--- config.mk ---
export PLATFORM = sky130hd
export DESIGN_NAME = pupil_frame_streamer
export DESIGN_NICKNAME = d
export VERILOG_FILES = /design/src/rtl/pupil_frame_streamer.sv
export SDC_FILE = /design/constraint.sdc
export NUM_CORES = 1
export LEC_CHECK = 0
export CELL_PAD_IN_SITES_DETAIL_PLACEMENT = 1
export CELL_PAD_IN_SITES_GLOBAL_PLACEMENT = 1
export CORE_UTILIZATION = 38
export DETAILED_ROUTE_END_ITERATION = 12
export DONT_BUFFER_PORTS = 1
export PLACE_DENSITY_LB_ADDON = 0.08
export SYNTH_ARGS = -nofsm -noshare
export SYNTH_HDL_FRONTEND = slang
export SYNTH_SLANG_ARGS = --single-unit
--- constraint.sdc ---
create_clock -name clk -period 7.02 [get_ports clk]
set_input_delay 0.702 -clock clk [delete_from_list [all_inputs] [get_ports clk]]
set_output_delay 0.702 -clock clk [all_outputs]
set_load 0.05 [all_outputs]
--- src/rtl/pupil_frame_streamer.sv ---
// Raster-scan frame-buffer reader streaming pixels with coordinates under valid/ready.
// Optional binarisation of pixel data when PUPIL_STREAM_THRESH_EN is defined.
//
// state  | meaning
// IDLE   | waiting for start (ignored in the cycle done is high)
// STREAM | issuing RAM reads as FIFO credit allows
// DRAIN  | all reads issued, emptying FIFO until the last pixel handshakes
module pupil_frame_streamer #(
    parameter int IMG_W  = 320,
    parameter int IMG_H  = 240,
    parameter int ADDR_W = 20,
    parameter int DATA_W = 8,
    parameter int THRESH = 40
) (
    input  logic              clk,
    input  logic              reset,
    input  logic              start,
    output logic              busy,
    output logic              done,
    output logic              mem_rd_en,
    output logic [ADDR_W-1:0] mem_addr,
    input  logic [DATA_W-1:0] mem_rdata,
    output logic              out_valid,
    input  logic              out_ready,
    output logic [DATA_W-1:0] out_data,
    output logic [ADDR_W-1:0] out_addr,
    output logic [9:0]        out_x,
    output logic [9:0]        out_y,
    output logic              out_sof,
    output logic              out_eof
);

    localparam logic [ADDR_W-1:0] LAST_ADDR = ADDR_W'(IMG_W * IMG_H - 1);
    localparam logic [9:0]        X_LAST    = 10'(IMG_W - 1);

`ifdef PUPIL_STREAM_THRESH_EN
    localparam bit THRESH_ON = 1'b1;
`else
    localparam bit THRESH_ON = 1'b0;
`endif

    typedef enum logic [1:0] {IDLE, STREAM, DRAIN} state_t;
    state_t state, state_nxt;

    logic [ADDR_W-1:0] rd_addr;
    logic [9:0]        rd_x, rd_y;
    logic              in_flight;
    logic [ADDR_W-1:0] fl_addr;
    logic [9:0]        fl_x, fl_y;

    logic [1:0]        count;
    logic              wr_ptr, rd_ptr;
    logic [DATA_W-1:0] f_data [2];
    logic [ADDR_W-1:0] f_addr [2];
    logic [9:0]        f_x    [2];
    logic [9:0]        f_y    [2];
    logic              f_sof  [2];
    logic              f_eof  [2];

    logic              pop;
    logic              last_rd;
    logic [2:0]        credit_used;
    logic [DATA_W-1:0] pix_in;

    assign out_valid   = (count != 2'd0);
    assign pop         = out_valid & out_ready;
    assign out_data    = f_data[rd_ptr];
    assign out_addr    = f_addr[rd_ptr];
    assign out_x       = f_x[rd_ptr];
    assign out_y       = f_y[rd_ptr];
    assign out_sof     = f_sof[rd_ptr];
    assign out_eof     = f_eof[rd_ptr];
    assign busy        = (state != IDLE);
    assign mem_addr    = rd_addr;
    assign last_rd     = (rd_addr == LAST_ADDR);
    // Slots already committed after this cycle's pop; a read needs one free slot.
    assign credit_used = {1'b0, count} + {2'b00, in_flight} - {2'b00, pop};

    always_comb begin
        pix_in = mem_rdata;
        if (THRESH_ON) begin
            pix_in = (mem_rdata < DATA_W'(THRESH)) ? '0 : '1;
        end
    end

    always_comb begin
        state_nxt = state;
        mem_rd_en = 1'b0;
        case (state)
            IDLE: begin
                if (start && !done) state_nxt = STREAM;
            end
            STREAM: begin
                mem_rd_en = (credit_used < 3'd2);
                if (mem_rd_en && last_rd) state_nxt = DRAIN;
            end
            DRAIN: begin
                if (pop && out_eof) state_nxt = IDLE;
            end
            default: state_nxt = IDLE;
        endcase
    end

    always_ff @(posedge clk) begin
        if (!reset) begin
            state     <= IDLE;
            done      <= 1'b0;
            rd_addr   <= '0;
            rd_x      <= '0;
            rd_y      <= '0;
            in_flight <= 1'b0;
            fl_addr   <= '0;
            fl_x      <= '0;
            fl_y      <= '0;
            count     <= '0;
            wr_ptr    <= 1'b0;
            rd_ptr    <= 1'b0;
            for (int i = 0; i < 2; i++) begin
                f_data[i] <= '0;
                f_addr[i] <= '0;
                f_x[i]    <= '0;
                f_y[i]    <= '0;
                f_sof[i]  <= 1'b0;
                f_eof[i]  <= 1'b0;
            end
        end else begin
            state     <= state_nxt;
            done      <= (state == DRAIN) && pop && out_eof;
            in_flight <= mem_rd_en;
            // Read-side counters wrap to 0 after the last pixel so IDLE presents address 0.
            if (mem_rd_en) begin
                fl_addr <= rd_addr;
                fl_x    <= rd_x;
                fl_y    <= rd_y;
                if (last_rd) begin
                    rd_addr <= '0;
                    rd_x    <= '0;
                    rd_y    <= '0;
                end else begin
                    rd_addr <= rd_addr + ADDR_W'(1);
                    if (rd_x == X_LAST) begin
                        rd_x <= '0;
                        rd_y <= rd_y + 10'd1;
                    end else begin
                        rd_x <= rd_x + 10'd1;
                    end
                end
            end
            if (in_flight) begin
                f_data[wr_ptr] <= pix_in;
                f_addr[wr_ptr] <= fl_addr;
                f_x[wr_ptr]    <= fl_x;
                f_y[wr_ptr]    <= fl_y;
                f_sof[wr_ptr]  <= (fl_x == 10'd0) && (fl_y == 10'd0);
                f_eof[wr_ptr]  <= (fl_addr == LAST_ADDR);
                wr_ptr         <= ~wr_ptr;
            end
            if (pop) rd_ptr <= ~rd_ptr;
            count <= count + {1'b0, in_flight} - {1'b0, pop};
        end
    end

endmodule

Yosys cells after proc, flatten, opt, wreduce, memory -nomap -nowiden
Memories as Yosys holds them, arrays and structs flattened. A register that Yosys moved wholly into a read port is not among the register bits.
Index checks and enable logic that the tools add are counted.
Operators by class
  add/sub/neg operators: 7
  order comparisons: 1
  equal/unequal tests: 8
  muxes and demuxes: 44
  bitwise gates (word level): 3
  reductions and logical operators: 21
Operators with widths (count)
  two-way mux 10 bit: 6
  equality test 20 x 17 -> 1 bit, second input constant: 2
  two-way mux 20 bit: 2
  two-way mux 1 bit: 31
  adder 10 x 1 -> 10 bit, second input constant: 2
  adder 20 x 1 -> 20 bit, second input constant: 1
  logical NOT 10 bit: 2
  OR reduction 10 bit: 2
  OR reduction 20 bit: 1
  equality test 10 x 9 -> 1 bit, second input constant: 1
  two-way mux 8 bit: 1
  OR reduction 8 bit: 1
  logical AND 1 bit: 6
  two-way mux 2 bit: 3
  != test 2 bit, second input constant: 3
  case mux 2 bit (3 select lines): 1
  nonzero test 2 bit: 3
  adder 2 x 1 -> 3 bit: 1
  less-than comparator 3 x 2 -> 1 bit, second input constant: 1
  AND reduction 3 bit: 1
  subtractor 3 x 1 -> 3 bit: 1
  adder 2 x 1 -> 2 bit: 1
  equality test 2 x 1 -> 1 bit, second input constant: 1
  equality test 2 bit, second input constant: 1
  other kinds (7): 9
Word-level totals
  register bits after elaboration: 88
  RAM bits: 100
  input bits: 12
  output and inout port bits: 74
  logic and storage cells: 102
  memories kept: 6
Memory list
  f_addr: depth 2, width 20, rd ports 1, clocked after memory_dff 1, wr ports 2, RTL line 54  | logic [ADDR_W-1:0] f_addr [2];
  f_x: depth 2, width 10, rd ports 1, clocked after memory_dff 1, wr ports 2, RTL line 55  | logic [9:0] f_x [2];
  f_y: depth 2, width 10, rd ports 1, clocked after memory_dff 1, wr ports 2, RTL line 56  | logic [9:0] f_y [2];
  f_data: depth 2, width 8, rd ports 1, clocked after memory_dff 1, wr ports 2, RTL line 53  | logic [DATA_W-1:0] f_data [2];
  f_eof: depth 2, width 1, rd ports 1, clocked after memory_dff 1, wr ports 2, RTL line 58  | logic f_eof [2];
  f_sof: depth 2, width 1, rd ports 1, clocked after memory_dff 1, wr ports 2, RTL line 57  | logic f_sof [2];

Logic depth before layout (Yosys ltp)
Gate-level depths: netlist of the first run.
  depth after elaboration: 7
  mapped depth: 13
  gate-level depth less buffers: 11

Least setup slack after synthesis of the first run
Ideal clock, no wire load.
  path kind: input-to-output
  from: input out_ready
  to: output mem_rd_en
  data arrival time: 2.692 ns
  setup slack: 3.626 ns
  stages on the path: 9
  cells stage by stage: nand3_1 -> o21ai_0 -> ha_1 -> fa_1 -> or3b_4 -> or2_1 -> buf_6 -> inv_2 -> buf_2
Between the ends
  word-level cells in the longest chain between the ends: 4
Ends and longest elaborated chain
  from (decl): RTL line 24  | input logic out_ready,
  bitwise AND 1 bit: RTL line 66  | assign pop = out_valid & out_ready;
  subtractor 3 x 1 -> 3 bit: RTL line 77  | assign credit_used = {1'b0, count} + {2'b00, in_flight} - {2'b00, pop};
  named net credit_used[1]: RTL line 62  | logic [2:0] credit_used;
  less-than comparator 3 x 2 -> 1 bit: RTL line 94  | mem_rd_en = (credit_used < 3'd2);
  two-way mux 1 bit: RTL line 89  | case (state)
  to (decl): RTL line 20  | output logic mem_rd_en,
The timed path passes the listed nets, and every way through them passes these cells.

Worst setup path after layout of the first run
  from: register count[0]
  to: output mem_rd_en
Between the ends
  word-level cells in the longest chain between the ends: 5
  elaborated cells on any way between the ends: 6
  those cells by class: add/sub (2); order compare (1); mux (1); bitwise (1); reduce/logical (1)
Ends and longest elaborated chain
  from (decl): RTL line 51  | logic [1:0] count;
  from (signal assigned): RTL line 159  | count <= count + {1'b0, in_flight} - {1'b0, pop};
  parallel branches: the longest is 2 deep, another holds adder 2 x 1 -> 3 bit
  subtractor 3 x 1 -> 3 bit (*): RTL line 77
  less-than comparator 3 x 2 -> 1 bit (*): RTL line 94
  two-way mux 1 bit (*): RTL line 89
Every way passes the cells marked *.

==> flow_summary_export.csv, run 1 <==
group,metric,value,unit
power,switching_share,0.272,
cells_and_area,diodes,0,
global_route,grt_pass1_vias,5451,
power,peakVddDrop,161,uV
synth,synth_top_area_frac,0.356,
timing,slew_violations,0,
timing,slew_headroom,0.464,
cells_and_area,fill_cells,2297,
clock_network,numCtsBuffers,17,
worst_setup_path,cp-start-kind,"flop",
worst_setup_path,timing.rr.end,"rd_x[6]",
die,ios,86,
die,die_w,148,um
run_status,outcome,"complete, no violations",
hold_path,hold_class,"input port to flop",
timing,setup_violations,0,
placement,hpwl,12.6,mm
synth,ys_types,56,
clock_network,htree_levels,4,
synth,ys_warn_count,0,
synth,synthArstFlopShare,0,
worst_setup_path,crit_slowest_cell,"xnor2_1",
synth,synth-main-ff-cell,"edfxtp_1",
detailed_routing,first_pass_iters,4,
cells_and_area,drive_gt1_frac,0.145,
global_route,grt_pass1_wl,30.1,mm
cells_and_area,syn2layout_area_growth,9.82,%
synth,avgSynthCellArea,11.0,um^2
synth,ys_top_cells_by_area,"edfxtp_1, dfxtp_1, and2_1",
global_route,grt_max_degree,58,
worst_setup_path,critical_path_arrival,3.12,ns
power,p_comb_frac,0.096,
clock_network,root_buffer,"clkbuf_16",
die,rows,53,
die,initial_core_util,0.386,
global_route,grt_overflow,0,
timing,hold_slack,0.392,ns
worst_setup_path,crit_path_max_fanout,54,
detailed_routing,antenna_left,0,
flow_run,cap_violations,0,
detailed_routing,num_vias,5314,
worst_setup_path,reg2reg_from,"count[0]",
synth,synth.yosys.seq_area_share,0.587,
clock_network,clk_pin_slew,0.07,ns
die,dieArea,0.0219,mm^2
synth,syn_inst,737,
synth,synth-edff-count,96,
detailed_routing,drt_iter0_drc,248,
synth,ys_ff_latch,189,
synth,synth_top_area_cell,"edfxtp_1",
timing,max_freq,262,MHz
synth,synthesis.area,0.00809,mm^2
detailed_routing,drc,0,
global_route,grt_use_total,0.180,
clock_network,worst_skew_pair.late_latency,0.43,ns
clock_network,cts_setup_buffers,0,
detailed_routing,via_per_inst,5.25,
timing,setup_tns,0,ns
clock_network,clockBufferDepth,2,
synth,synth_fp_nets,754,
worst_setup_path,crit_path_start,"count[0]",
power,seqPwrFrac,0.508,
worst_setup_path,r2r_cells,13,
synth,synth_most_common_cell,"nand2_1",
worst_setup_path,path_class,"flop to output port",
worst_setup_path,required,6.32,ns
clock_network,hold_buffers,0,
power,power,2.39,mW
clock_network,cts_resized,0,
power,p_int,1.74,mW
worst_setup_path,r2r_slack,3.21,ns
placement,gp_congestion,0.749,
timing,skew,0.0119,ns
worst_setup_path,crit_path_end_kind,"output port",
worst_setup_path,worstSetupEndpoint,"mem_rd_en",
power,power.switching,0.650,mW
clock_network,cts.sinks,189,
worst_setup_path,slowest_delay,0.48,ns
timing,rsz0062_at_grt,"no",
synth,synth_common_cells,"nand2_1, and2_1, edfxtp_1",
cells_and_area,regArea,0.00475,mm^2
power,power_frac_clock,0.396,
power,powerDensity,269,mW/mm^2
die,core_area,0.0210,mm^2
timing,period_needed,3.82,ns
timing,fin_crit_sh,0.545,
clock_network,tritoncts,"yes",
global_route,antenna_found_initial,0,
detailed_routing,avgRoutedWirePerCell,18.7,um
cells_and_area,multi_input_area,0.00313,mm^2
die,die_height,148,um
placement,io_buffers,0,
timing,tightest_slew,0.804,ns
detailed_routing,routed_wl,19.0,mm
placement,dpl_cell_area,0.00831,mm^2
timing,hold_violations,0,
cells_and_area,design_area,0.00888,mm^2
cells_and_area,fin_nets,742,
worst_setup_path,path_cells,"inv_1, nand3_1, o21ai_0, ha_1, fa_1, xnor2_1, or2_1, buf_4, inv_2",
power,leakagePower,3.11,nW
-- cells in the final DEF, fill, tap and decap left out, types with 8 or more instances in the layout --
cell       instances
nand2_1          107
and2_1            99
edfxtp_1          96
dfxtp_1           92
mux2_2            50
a21oi_1           50
nor2_1            39
nand3_1           32
xor2_1            22
clkbuf_16         17
nand4_1           13
and3_1             9
buf_4              8
-- stage by stage --
step / instances / util / worst slack (ns)
floorplan: 737 / - / 3.63
global placement: 981 / 0.396 / 3.00
detailed placement: 981 / 0.396 / 2.86
CTS: 1013 / 0.424 / 3.12
global route: 1013 / 0.424 / 2.90
finish: 1013 / 0.424 / 3.20
-- power by group through the flow --
stage / registers, mW / clock network, mW / logic [mW]
2_1_floorplan: 1.23 / 0 / 0.205
3_3_place_gp: 1.24 / 0 / 0.231
3_5_place_dp: 1.24 / 0 / 0.234
4_1_cts: 1.21 / 0.973 / 0.235
5_1_grt: 1.22 / 1.02 / 0.243
6_report: 1.21 / 0.947 / 0.231
-- final cells by class --
class / instances / area share
Clock buffer: 18 / 0.0483
Clock inverter: 14 / 0.0166
Inverter: 8 / 0.00338
Multi-Input combinational cell: 501 / 0.352
Sequential cell: 189 / 0.534
Tap cell: 275 / 0.0387
Timing Repair Buffer: 8 / 0.00676
-- sequential cells by signal, summed over array words and instances, names as in the netlist, named ones only --
register   flops
count          2
done           1
f_addr        40
f_data        16
f_eof          2
f_sof          2
f_x           20
f_y           20
fl_addr       20
fl_x          10
fl_y          10
in_flight      1
mem_addr      20
rd_ptr         1
rd_x          10
rd_y          10
state          2
wr_ptr         1
-- cell families (layout without fill, tap and decap cells) --
family / Yosys count / in the layout / share of synthesized area
flops: 189 / 189 / 0.587
simple gates: 351 / 351 / 0.232
mux: 50 / 50 / 0.0696
xor+xnor: 28 / 28 / 0.0303
fa+ha+maj: 5 / 5 / 0.00866
compound gates: 67 / 67 / 0.0452
buf+inv: 47 / 48 / 0.0280
-- critical path: cells and delay by family, from the launching register on --
family / cells / cell delay [ns]
XOR/XNOR: 1 / 0.48
AND/OR/NAND/NOR: 2 / 0.30
adder cells (fa/ha/maj): 2 / 0.59
flip-flops: 1 / 0.31
AO/OA/AOI/OAI: 1 / 0.11
buffers and inverters: 3 / 0.89
-- worst min path at each step --
stage / startpoint / end / slack (ns) / cells after the start
4_1_cts: reset / count[0] / 0.37 / 1
6_report: reset / count[0] / 0.39 / 1
5_1_grt: reset / count[0] / 0.37 / 1
3_3_place_gp: f_sof[1] / f_sof[1] / 0.46 / 2
3_5_place_dp: f_sof[1] / f_sof[1] / 0.47 / 2
2_1_floorplan: rd_y[9] / fl_y[9] / 0.44 / 2
-- routing by layer --
metal | track usage | vias to the layer above | share of wire
met1 | 0.239 | 2635 | 0.47
li1 | - | 2545 | -
met4 | 0.0619 | 0 | 0.014
met5 | 0 | - | 0
met3 | 0.0417 | 20 | 0.048
met2 | 0.290 | 114 | 0.47
No activity file was read; power rests on OpenSTA's default activity.
==> inputs of run 2 (changes only) <==
- clock period: 7.02 -> 3.34 ns (I/O delays scaled with it)
==> flow_summary_export.csv, run 2 (synthesis gave the netlist of run 1 again) <==
group,metric,value,unit
timing,slew_headroom,0.472,
run_status,outcome,"complete, no violations",
detailed_routing,dr.max_layer_used,"met4",
cells_and_area,drive_gt1_frac,0.166,
timing,hold_violations,0,
worst_setup_path,crit_path_end_kind,"output port",
clock_network,hold_buffers,0,
die,rows,53,
die,core_area,0.0210,mm^2
cells_and_area,largest_reg_flops,40,
die,ios,86,
timing,max_freq,320,MHz
die,initial_core_util,0.386,
timing,skew,0.0129,ns
cells_and_area,largest_register,"f_addr",
cells_and_area,fin_nets,758,
hold_path,hold_start,"reset",
global_route,grt_pass1_wl,30.2,mm
global_route,grt_use_total,0.179,
worst_setup_path,path_class,"flop to output port",
power,peakVddDrop,343,uV
hold_path,hold_class,"input port to flop",
global_route,grt_pass1_vias,5464,
power,leakagePower,3.21,nW
clock_network,cts_setup_buffers,0,
detailed_routing,routed_wl,18.5,mm
power,powerDensity,558,mW/mm^2
timing,hold_slack,0.0271,ns
detailed_routing,met3_length,931,um
cells_and_area,diodes,0,
timing,tightest_slew,0.792,ns
die,die_height,148,um
die,die_w,148,um
clock_network,clk_pin_slew,0.07,ns
worst_setup_path,crit_slowest_cell,"fa_1",
detailed_routing,via_per_inst,5.17,
timing,rsz0062_at_grt,"no",
cells_and_area,utilization,0.430,
timing,setup_violations,0,
die,dieArea,0.0219,mm^2
global_route,antenna_found_initial,0,
timing,slew_violations,0,
clock_network,numCtsBuffers,17,
detailed_routing,m1WireLength,9.04,mm
placement,io_buffers,0,
clock_network,root_buffer,"clkbuf_16",
worst_setup_path,crit_path_start,"count[1]",
flow_run,cap_violations,0,
cells_and_area,final_common_cell,"nand2_1",
clock_network,htree_levels,4,
clock_network,tritoncts,"yes",
worst_setup_path,reg2reg_from,"count[1]",
timing,period_needed,3.13,ns
global_route,grt_overflow,0,
worst_setup_path,crit_path_max_fanout,16,
worst_setup_path,critical_path_arrival,2.79,ns
worst_setup_path,required,3.01,ns
placement,gp_congestion,0.789,
detailed_routing,drt_iter0_drc,241,
timing,setup_tns,0,ns
worst_setup_path,cp-start-kind,"flop",
timing,fin_crit_sh,0.936,
detailed_routing,wl_met2,8.42,mm
detailed_routing,avgRoutedWirePerCell,18.0,um
cells_and_area,layout_common_cells,"nand2_1, and2_1, edfxtp_1, dfxtp_1",
detailed_routing,first_pass_iters,4,
clock_network,worst_skew_pair.late_latency,0.43,ns
placement,hpwl,12.9,mm
cells_and_area,syn2layout_area_growth,11.5,%
clock_network,cts.sinks,189,
worst_setup_path,slowest_delay,0.46,ns
clock_network,clockBufferDepth,2,
detailed_routing,drc,0,
detailed_routing,num_vias,5324,
global_route,grt_max_degree,50,
worst_setup_path,critPathBufInv,2,
detailed_routing,antenna_left,0,
worst_setup_path,path_cells,"nand3_1, o21ai_0, ha_1, fa_1, or3b_4, or2_4, clkinv_4, buf_4",
worst_setup_path,crit_family,"simple AND/OR/NAND/NOR gates",
run 2: layout make-up:
cell class | instances | area, um^2
clock inverter | 14 | 145
clock buffer | 18 | 429
sequential | 189 | 4750
multi-input combinational | 501 | 3140
tap | 275 | 344
fill | 2308 | 11900
inverter | 8 | 35.0
timing repair buffer | 24 | 180
run 2: path summary, 6_finish.rpt:
path / cells past startpoint / endpoint / slack, ns
max: 8 / mem_rd_en / 0.21
min: 1 / count[1] / 0.03
max reg2reg: 9 / rd_y[9] / 0.40
min reg2reg: 2 / f_sof[1] / 0.47
run 2: metrics by stage:
step                      instances  cell area (um^2)  setup slack, ns  power (mW)
after floorplan                 737              8090            0.611        3.02
after global placement          997              8430            0.491        3.09
after detailed placement        997              8430            0.380        3.10
after CTS                      1029              9000           0.0604        5.09
after global routing           1029              9010           0.0129        5.20
final                          1029              9010            0.214        5.03
run 2: what timing repair did:
item,CTS,global route
resized for setup,1,3
endpoints found under the hold margin,0,0
setup endpoints to repair,1,1
pin swaps,0,0
run 2: where the power goes:
group	total, mW	internal (mW)	switching (mW)
Clock	1.98	1.00	0.978
Sequential	2.54	2.51	0.0287
Combinational	0.507	0.103	0.404
run 2: metal layers:
layer | global-route usage | vias to the layer above
li1 | - | 2582
met1 | 0.245 | 2617
met2 | 0.279 | 113
met3 | 0.0451 | 12
met4 | 0.0521 | 0
met5 | 0 | -
run 2: worst register-to-register path, stage by stage (launching register included):
cell and delay [ns]:
dfxtp_1 0.39, nand3_1 0.14, o21ai_0 0.11, ha_1 0.19, fa_1 0.46, or3b_4 0.43, nor3_2 0.28, nand4_2 0.20
or4_1 0.51, a21oi_1 0.16
